## src/rtl/valu_opreq.sv

```systemverilog
// Vector ALU operand-request sequencer: fetches vs1/vs2 words from the VRF and streams them
// into two credit-managed ALU operand buffers, then reports completion of the request.
module valu_opreq #(
  parameter int unsigned DataWidth  = 64,
  parameter int unsigned AddrWidth  = 8,
  parameter int unsigned VlWidth    = 16,
  parameter int unsigned OpBufDepth = 4,
  parameter int unsigned IdWidth    = 4
) (
  input  logic                           clk_i,
  input  logic                           rst_i,
  input  logic                           req_valid_i,
  output logic                           req_ready_o,
  input  logic [1:0][AddrWidth-1:0]      req_vs_addr_i,
  input  logic [1:0]                     req_use_vs_i,
  input  logic [VlWidth-1:0]             req_vlB_i,
  input  logic [IdWidth-1:0]             req_id_i,
  output logic [1:0]                     rd_req_o,
  output logic [1:0][AddrWidth-1:0]      rd_addr_o,
  input  logic [1:0]                     rd_gnt_i,
  input  logic [1:0][DataWidth-1:0]      rd_data_i,
  output logic [1:0]                     op_valid_o,
  output logic [1:0][DataWidth-1:0]      op_data_o,
  input  logic [1:0]                     op_pop_i,
  output logic                           done_o,
  output logic [IdWidth-1:0]             done_id_o
);

  localparam int unsigned CredWidth = $clog2(OpBufDepth + 1);

  typedef enum logic [1:0] {StIdle, StBusy, StDrain} state_e;

  state_e                          state_q, state_d;
  logic [1:0][AddrWidth-1:0]       addr_q, addr_d;
  logic [1:0][VlWidth:0]           words_q, words_d;
  logic [1:0][CredWidth-1:0]       credit_q, credit_d;
  logic [1:0]                      pend_q, pend_d;
  logic [IdWidth-1:0]              id_q, id_d;

  logic                            accept;
  logic [1:0]                      gnt_ok;
  logic [VlWidth:0]                vl_round;
  logic [VlWidth:0]                words_calc;

  // One extra bit keeps the +7 round-up from overflowing at vlB = all-ones.
  assign vl_round   = {1'b0, req_vlB_i} + (VlWidth + 1)'(7);
  assign words_calc = vl_round >> 3;

  assign accept = req_valid_i & req_ready_o;
  assign gnt_ok = rd_gnt_i & rd_req_o;

  // State register.
  always_ff @(posedge clk_i) begin
    if (rst_i) begin
      state_q <= StIdle;
    end else begin
      state_q <= state_d;
    end
  end

  // Next-state logic; DRAIN always lasts one cycle since returns arrive one cycle after grant.
  always_comb begin
    state_d = state_q;
    unique case (state_q)
      StIdle:  if (accept) state_d = StBusy;
      StBusy:  if (words_d[0] == '0 && words_d[1] == '0) state_d = StDrain;
      StDrain: state_d = StIdle;
      default: state_d = StIdle;
    endcase
  end

  // Outputs; everything is masked while reset is held so in-flight returns are dropped.
  always_comb begin
    req_ready_o = (state_q == StIdle) & ~rst_i;
    done_o      = (state_q == StDrain) & ~rst_i;
    done_id_o   = id_q;
    op_valid_o  = pend_q & {2{~rst_i}};
    op_data_o   = rd_data_i;
    rd_addr_o   = addr_q;
    for (int i = 0; i < 2; i++) begin
      rd_req_o[i] = ~rst_i & (state_q == StBusy) & (words_q[i] != '0) & (credit_q[i] != '0);
    end
  end

  // Per-port address, word count and credit bookkeeping.
  always_comb begin
    addr_d   = addr_q;
    words_d  = words_q;
    credit_d = credit_q;
    pend_d   = gnt_ok;
    id_d     = id_q;
    if (accept) begin
      id_d = req_id_i;
    end
    for (int i = 0; i < 2; i++) begin
      if (accept) begin
        addr_d[i]  = req_vs_addr_i[i];
        words_d[i] = req_use_vs_i[i] ? words_calc : '0;
      end
      if (gnt_ok[i]) begin
        addr_d[i]  = addr_q[i] + AddrWidth'(1);
        words_d[i] = words_q[i] - (VlWidth + 1)'(1);
      end
      // Grant and pop together cancel; a pop with a full credit pool is ignored.
      if (gnt_ok[i] && !op_pop_i[i]) begin
        credit_d[i] = credit_q[i] - CredWidth'(1);
      end else if (!gnt_ok[i] && op_pop_i[i] && credit_q[i] < CredWidth'(OpBufDepth)) begin
        credit_d[i] = credit_q[i] + CredWidth'(1);
      end
    end
  end

  // Datapath registers.
  always_ff @(posedge clk_i) begin
    if (rst_i) begin
      addr_q   <= '0;
      words_q  <= '0;
      credit_q <= {2{CredWidth'(OpBufDepth)}};
      pend_q   <= '0;
      id_q     <= '0;
    end else begin
      addr_q   <= addr_d;
      words_q  <= words_d;
      credit_q <= credit_d;
      pend_q   <= pend_d;
      id_q     <= id_d;
    end
  end

endmodule

```

## config.mk

```make
export PLATFORM = sky130hd
export DESIGN_NAME = valu_opreq
export DESIGN_NICKNAME = d
export VERILOG_FILES = /design/src/rtl/valu_opreq.sv
export SDC_FILE = /design/constraint.sdc
export NUM_CORES = 1
export LEC_CHECK = 0
export CAP_MARGIN = 25
export CORE_AREA = 4 4 125 127
export CTS_CLUSTER_SIZE = 10
export DETAILED_ROUTE_END_ITERATION = 6
export DIE_AREA = 0 0 129 131
export MAX_ROUTING_LAYER = met4
export PLACE_DENSITY = 0.77
export SLEW_MARGIN = 25
export SYNTH_ARGS = -nofsm -noshare
export SYNTH_HDL_FRONTEND = slang
export SYNTH_SLANG_ARGS = --single-unit
```

## constraint.sdc

```tcl
create_clock -name clk_i -period 4.2 [get_ports clk_i]
set_input_delay 1.05 -clock clk_i [delete_from_list [all_inputs] [get_ports clk_i]]
set_output_delay 1.05 -clock clk_i [all_outputs]
set_load 0.005 [all_outputs]
```

# == Word level (Yosys, flattened, before mapping) ==
# Cells that the tools add are included.
# totals
ff_bits,64
input_bits,173
output_inout_bits,154
wordCells,75
# op_classes
n_addsub,9
magnitude_cmp,2
eq_ne,4
mux,17
bitwise,11
n_reduce_logical,23
# op_table
op,n
17-bit 2-to-1 mux,4
17-bit logical NOT,2
17-bit nonzero test,2
"17-bit by 1-bit subtractor with 17-bit output, second input constant",2
8-bit 2-to-1 mux,4
14-bit 2-to-1 mux,2
"16-bit by 3-bit adder with 17-bit output, second input constant",1
"8-bit by 1-bit adder with 8-bit output, second input constant",2
3-bit 2-to-1 mux,4
1-bit AND,8
2-bit nonzero test,4
1-bit logical AND,7
"3-bit by 1-bit adder with 3-bit output, second input constant",2
"3-bit < comparator, second input constant",2
3-bit nonzero test,2
"3-bit by 1-bit subtractor with 3-bit output, second input constant",2
2-bit AND,2
1-bit logical NOT,4
2-bit 2-to-1 mux,2
"2-bit != test, second input constant",2
2-bit one-hot mux with 2 select lines,1
"2-bit by 1-bit == test with 1-bit output, second input constant",1
"2-bit == test, second input constant",1
2-bit logical NOT,1
2 further kinds,2

# == Longest topological paths before layout ==
# depth
depth_word,10
depth_mapped,13
depth_no_buf,12

# == Worst setup path before layout ==
# OpenSTA, ideal clock, no wires.
# synth_timing
path_type,input-to-reg
from,input req_vlB_i[6]
to,register state_q[0]
setup_time_ns,0.114
arrival_time_ns,3.689
required_ns,4.086
slack_ns,0.397
cell_stages,11
n_path_buf,2
cell_sequence,clkbuf_1 nand4_1 or4b_2 clkbuf_1 xnor2_1 o221a_2 o21ai_1 a2111oi_2 nand4_1 or4_4 a21o_1
# synth_between
elab_chain_len,8
word_cells_on_any_way,12
classes_between,add/sub: 1; eq/ne: 1; mux: 6; reduce/logical: 4
# synth_lines
item,line_no,source
"start, declared",16,"input logic [VlWidth-1:0] req_vlB_i,"
16-bit by 3-bit adder with 17-bit output (*),46,"assign vl_round = {1'b0, req_vlB_i} + (VlWidth + 1)'(7);"
14-bit 2-to-1 mux,98,words_d[i] = req_use_vs_i[i] ? words_calc : '0;
17-bit 2-to-1 mux,96,if (accept) begin
17-bit 2-to-1 mux,100,if (gnt_ok[i]) begin
17-bit logical NOT,66,StBusy: if (words_d[0] == '0 && words_d[1] == '0) state_d = StDrain;
1-bit logical AND (*),66,
2-bit != test (no line) (*),n/a,
2-bit AND reduction (no line) (*),n/a,
"end signal, assigned",55,state_q <= StIdle;
"end signal, assigned",57,state_q <= state_d;
"end, declared",33,"state_e state_q, state_d;"
# Every way passes the cells marked *; elsewhere a longest branch is shown, timed or not.
# A chain may end at the register's enable or synchronous reset.

# == Worst setup path after layout ==
# layout_timing
from,register words_q[28] (netlist bit)
to,register state_q[0]
# layout_between
elab_chain_len,9
word_cells_on_any_way,11
classes_between,add/sub: 1; eq/ne: 1; mux: 2; bitwise: 3; reduce/logical: 4
# layout_lines
item,line_no,source
"start, declared",35,"logic [1:0][VlWidth:0] words_q, words_d;"
"start signal, assigned",123,words_q <= words_d;
branches (longest 4 deep; another with 17-bit by 1-bit subtractor with 17-bit output),n/a,
17-bit 2-to-1 mux (*),100,
17-bit logical NOT (*),66,
1-bit logical AND (*),66,
2-bit != test (no line) (*),n/a,
2-bit AND reduction (no line) (*),n/a,
# Mark *: on every way between the ends.

==> summary.md <==
| Metric | Value |
|---|---|
| Dominant synthesized flop cell | dfxtp_1 |
| Post_cts resized | 0 |
| Top cells by instance count after synthesis | buf_4 (128), nor2_1 (73), dfxtp_1 (64) |
| Met2 Track Usage GR | 25.0% |
| Final nets | 799 |
| Worst-margin pin slew | approximately 660 ps |
| CTS Root Cell | clkbuf_16 |
| P_leak | 2.03 nW |
| Remaining DRCs | 0 |
| GP Congestion | ~0.94 |
| Share of cells above drive strength 1 | a little under an eighth |
| Number of global-route vias before repair | 4141 |
| Antenna cells | 0 |
| Syn Area/Cell | 7.60 µm² |
| Layer with the highest usage | met2 |
| Dpl hpwl | about 10000 µm |
| Yosys Warn Count | 0 |
| CTS tree | yes |
| Vias | ~4500 |
| Main area contributors after synthesis | dfxtp_1 (26%), buf_4 (19%), nor2_1 (5.5%) |
| Worst setup EP type | register |
| RSZ-0062 raised after global routing | no |
| Largest net degree at the start of global routing | 41 |
| Period utilisation layout | 92.9% |
| Worst-Skew Late Latency | 330 ps |
| Fmax | 256 MHz |
| Crit start category | register |
| Routed wire length | 13400 µm |
| Setup violators final | 0 |
| Met3 Use GR | 5.12% |
| Number of synthesized flops with an enable pin | 0 |
| Dominant cell type by area after synthesis | dfxtp_1 |
| Synth Register Bits | 64 |
| Final hold slack | 453 ps |
| Die W | 129 µm |
| Buffer depth of the longest clock path | 2 |
| Syn_nets | 835 |
| PwrDens | 398 nW/µm² |
| Mapped Cells | 654 |
| CTS Buf Count | 9 |
| # hold bufs at CTS | 0 |
| Final TNS setup | 0 ps |
| I/O pins | approximately 330 |
| Outcome | completed |
| IO buf count | 70 |
| Via density per instance | 5.58 |
| Worst min-delay path class | register to register |
| Synth-to-layout area growth | 8.81% |
| Setup bufs post-CTS | 0 |
| Sequential area share after synthesis | ~26% |
| Slew Limit Headroom | around 55% |
| Critical Path AT | about 4100 ps |
| Die ar. | roughly 17000 µm² |
| Wire per inst | 16.7 µm |
| Final non-filler cell total | 807 |
| DP Area | between 5000 and 6000 µm² |
| Design area | 5410 µm² |
| Netlist cell types | 66 |
| Clk sink count | 64 |
| Post-place setup slack | -11.1 ps |
| Fin. max-slew vios | 0 |
| Placeable Area | roughly 14000 µm² |
| Initial DRC count | 460 |
| Asr flop ratio synth | 0% |
| Post-route ant nets | 0 |
| Initial antenna violation count | 0 |
| Top-count cell post-synth | buf_4 |
| Initial Utilization | 34.5% |
| Final hold vios | 0 |
| Critical path data required time | 4420 ps |
| Max FO, Critical Path | 18 |
| Site Rows | 44 |
| Minimum clock period | 3900 ps |
| Placed cell count | 791 |
| H-tree levels | 3 |
| Met1 Use GR | between 10% and 20% |
| Die Y | 131 µm |
| Maximum vdd drop | 0.217 mV |
| Setup Skew | 9.34 ps |
| GR Overflow Total | 0 |
| First-pass GRT wire length | 20900 µm |
| Final worst setup slack | roughly 300 ps |
| Setup Crit Path Kind | register to register |
| Max_cap viols | 0 |
| DR pass1 iterations | 5 |
| Post-Syn Area | 4970 µm² |
| Yosys top cell area share | between 20% and 30% |
| CTS clk-pin slew, worst paths | 60 ps |
| GRT Resource Usage Total | 15.8% |
[cell usage in the layout (no fill, tap or decap), drive strengths merged, types with 7 or more instances in the layout]
master / count
and3: 7
or3: 11
nor2: 73
a221oi: 10
xnor2: 11
nor2b: 15
nand2: 48
inv: 16
dfxtp: 64
o21ai: 19
nand3: 26
a211oi: 11
or4: 9
nand4: 10
clkbuf: 9
buf: 38
a21oi: 43
nor3: 21
nor4: 10
clkdlybuf4s50: 69
[path summary, 6_finish.rpt]
check / start / to / slack [ps] / depth (start not counted)
max reg2reg: words_q[28] / state_q[0] / 300 / 11
max: words_q[28] / state_q[0] / 300 / 11
min: done_id_o[1] / done_id_o[1] / 450 / 2
min reg2reg: done_id_o[1] / done_id_o[1] / 450 / 2
[metrics by stage]
stage,util (%),power (W)
after floorplan,-,0.00120
after global placement,35.3,0.00134
after detailed placement,35.3,0.00134
after CTS,37.5,0.00215
after global routing,37.5,0.00226
final,37.5,0.00215
[cell type report]
cell class | instances | area (µm²)
tap | 184 | 230
inverter | 16 | 60.1
clock buffer | 9 | 225
timing repair buffer | 107 | 973
fill | 1477 | 9010
clock inverter | 7 | 95.1
sequential | 64 | 1280
multi-input combinational | 420 | 2540
[worst max-delay path, cell delays in order, from the launching register on]
cell and delay, ps:
dfxtp_1 390, or4_4 600, or4_4 560, o21ai_2 240, inv_2 120, buf_4 220, and4b_1 220, a221o_1 270
nor4_1 370, nand4b_1 170, or4_4 450, a21o_1 190
[cell families (layout without fill, tap and decap cells)]
family | after synthesis | in the layout | share of synthesized area (%)
mux | 6 | 6 | 1.28
xor+xnor | 14 | 14 | 2.47
compound gates | 126 | 126 | 17.1
buf+inv | 170 | 139 | 23.2
simple gates | 266 | 266 | 27.9
flops | 64 | 64 | 25.8
fa+ha+maj | 8 | 8 | 2.32
[metal layers]
| layer | routed length [µm] | up-vias |
|---|---|---|
| met2 | 6400 | 245 |
| li1 | - | 2128 |
| met1 | 5350 | 2071 |
| met3 | 1200 | 63 |
| met5 | 0 | - |
| met4 | 491 | 0 |
[registers in the layout, summed over array words and instances (netlist names)]
name	count
words_q	34
rd_addr_o	16
credit_q	6
done_id_o	4
pend_q	2
state_q	2
[power by group]
| group | total [W] | internal [W] | switching (W) |
|---|---|---|---|
| Combinational | 0.000641 | 0.000288 | 0.000353 |
| Clock | 0.000807 | 0.000520 | 0.000287 |
| Sequential | 0.000704 | 0.000653 | 0.0000515 |
No activity file was read; power rests on OpenSTA's default activity.
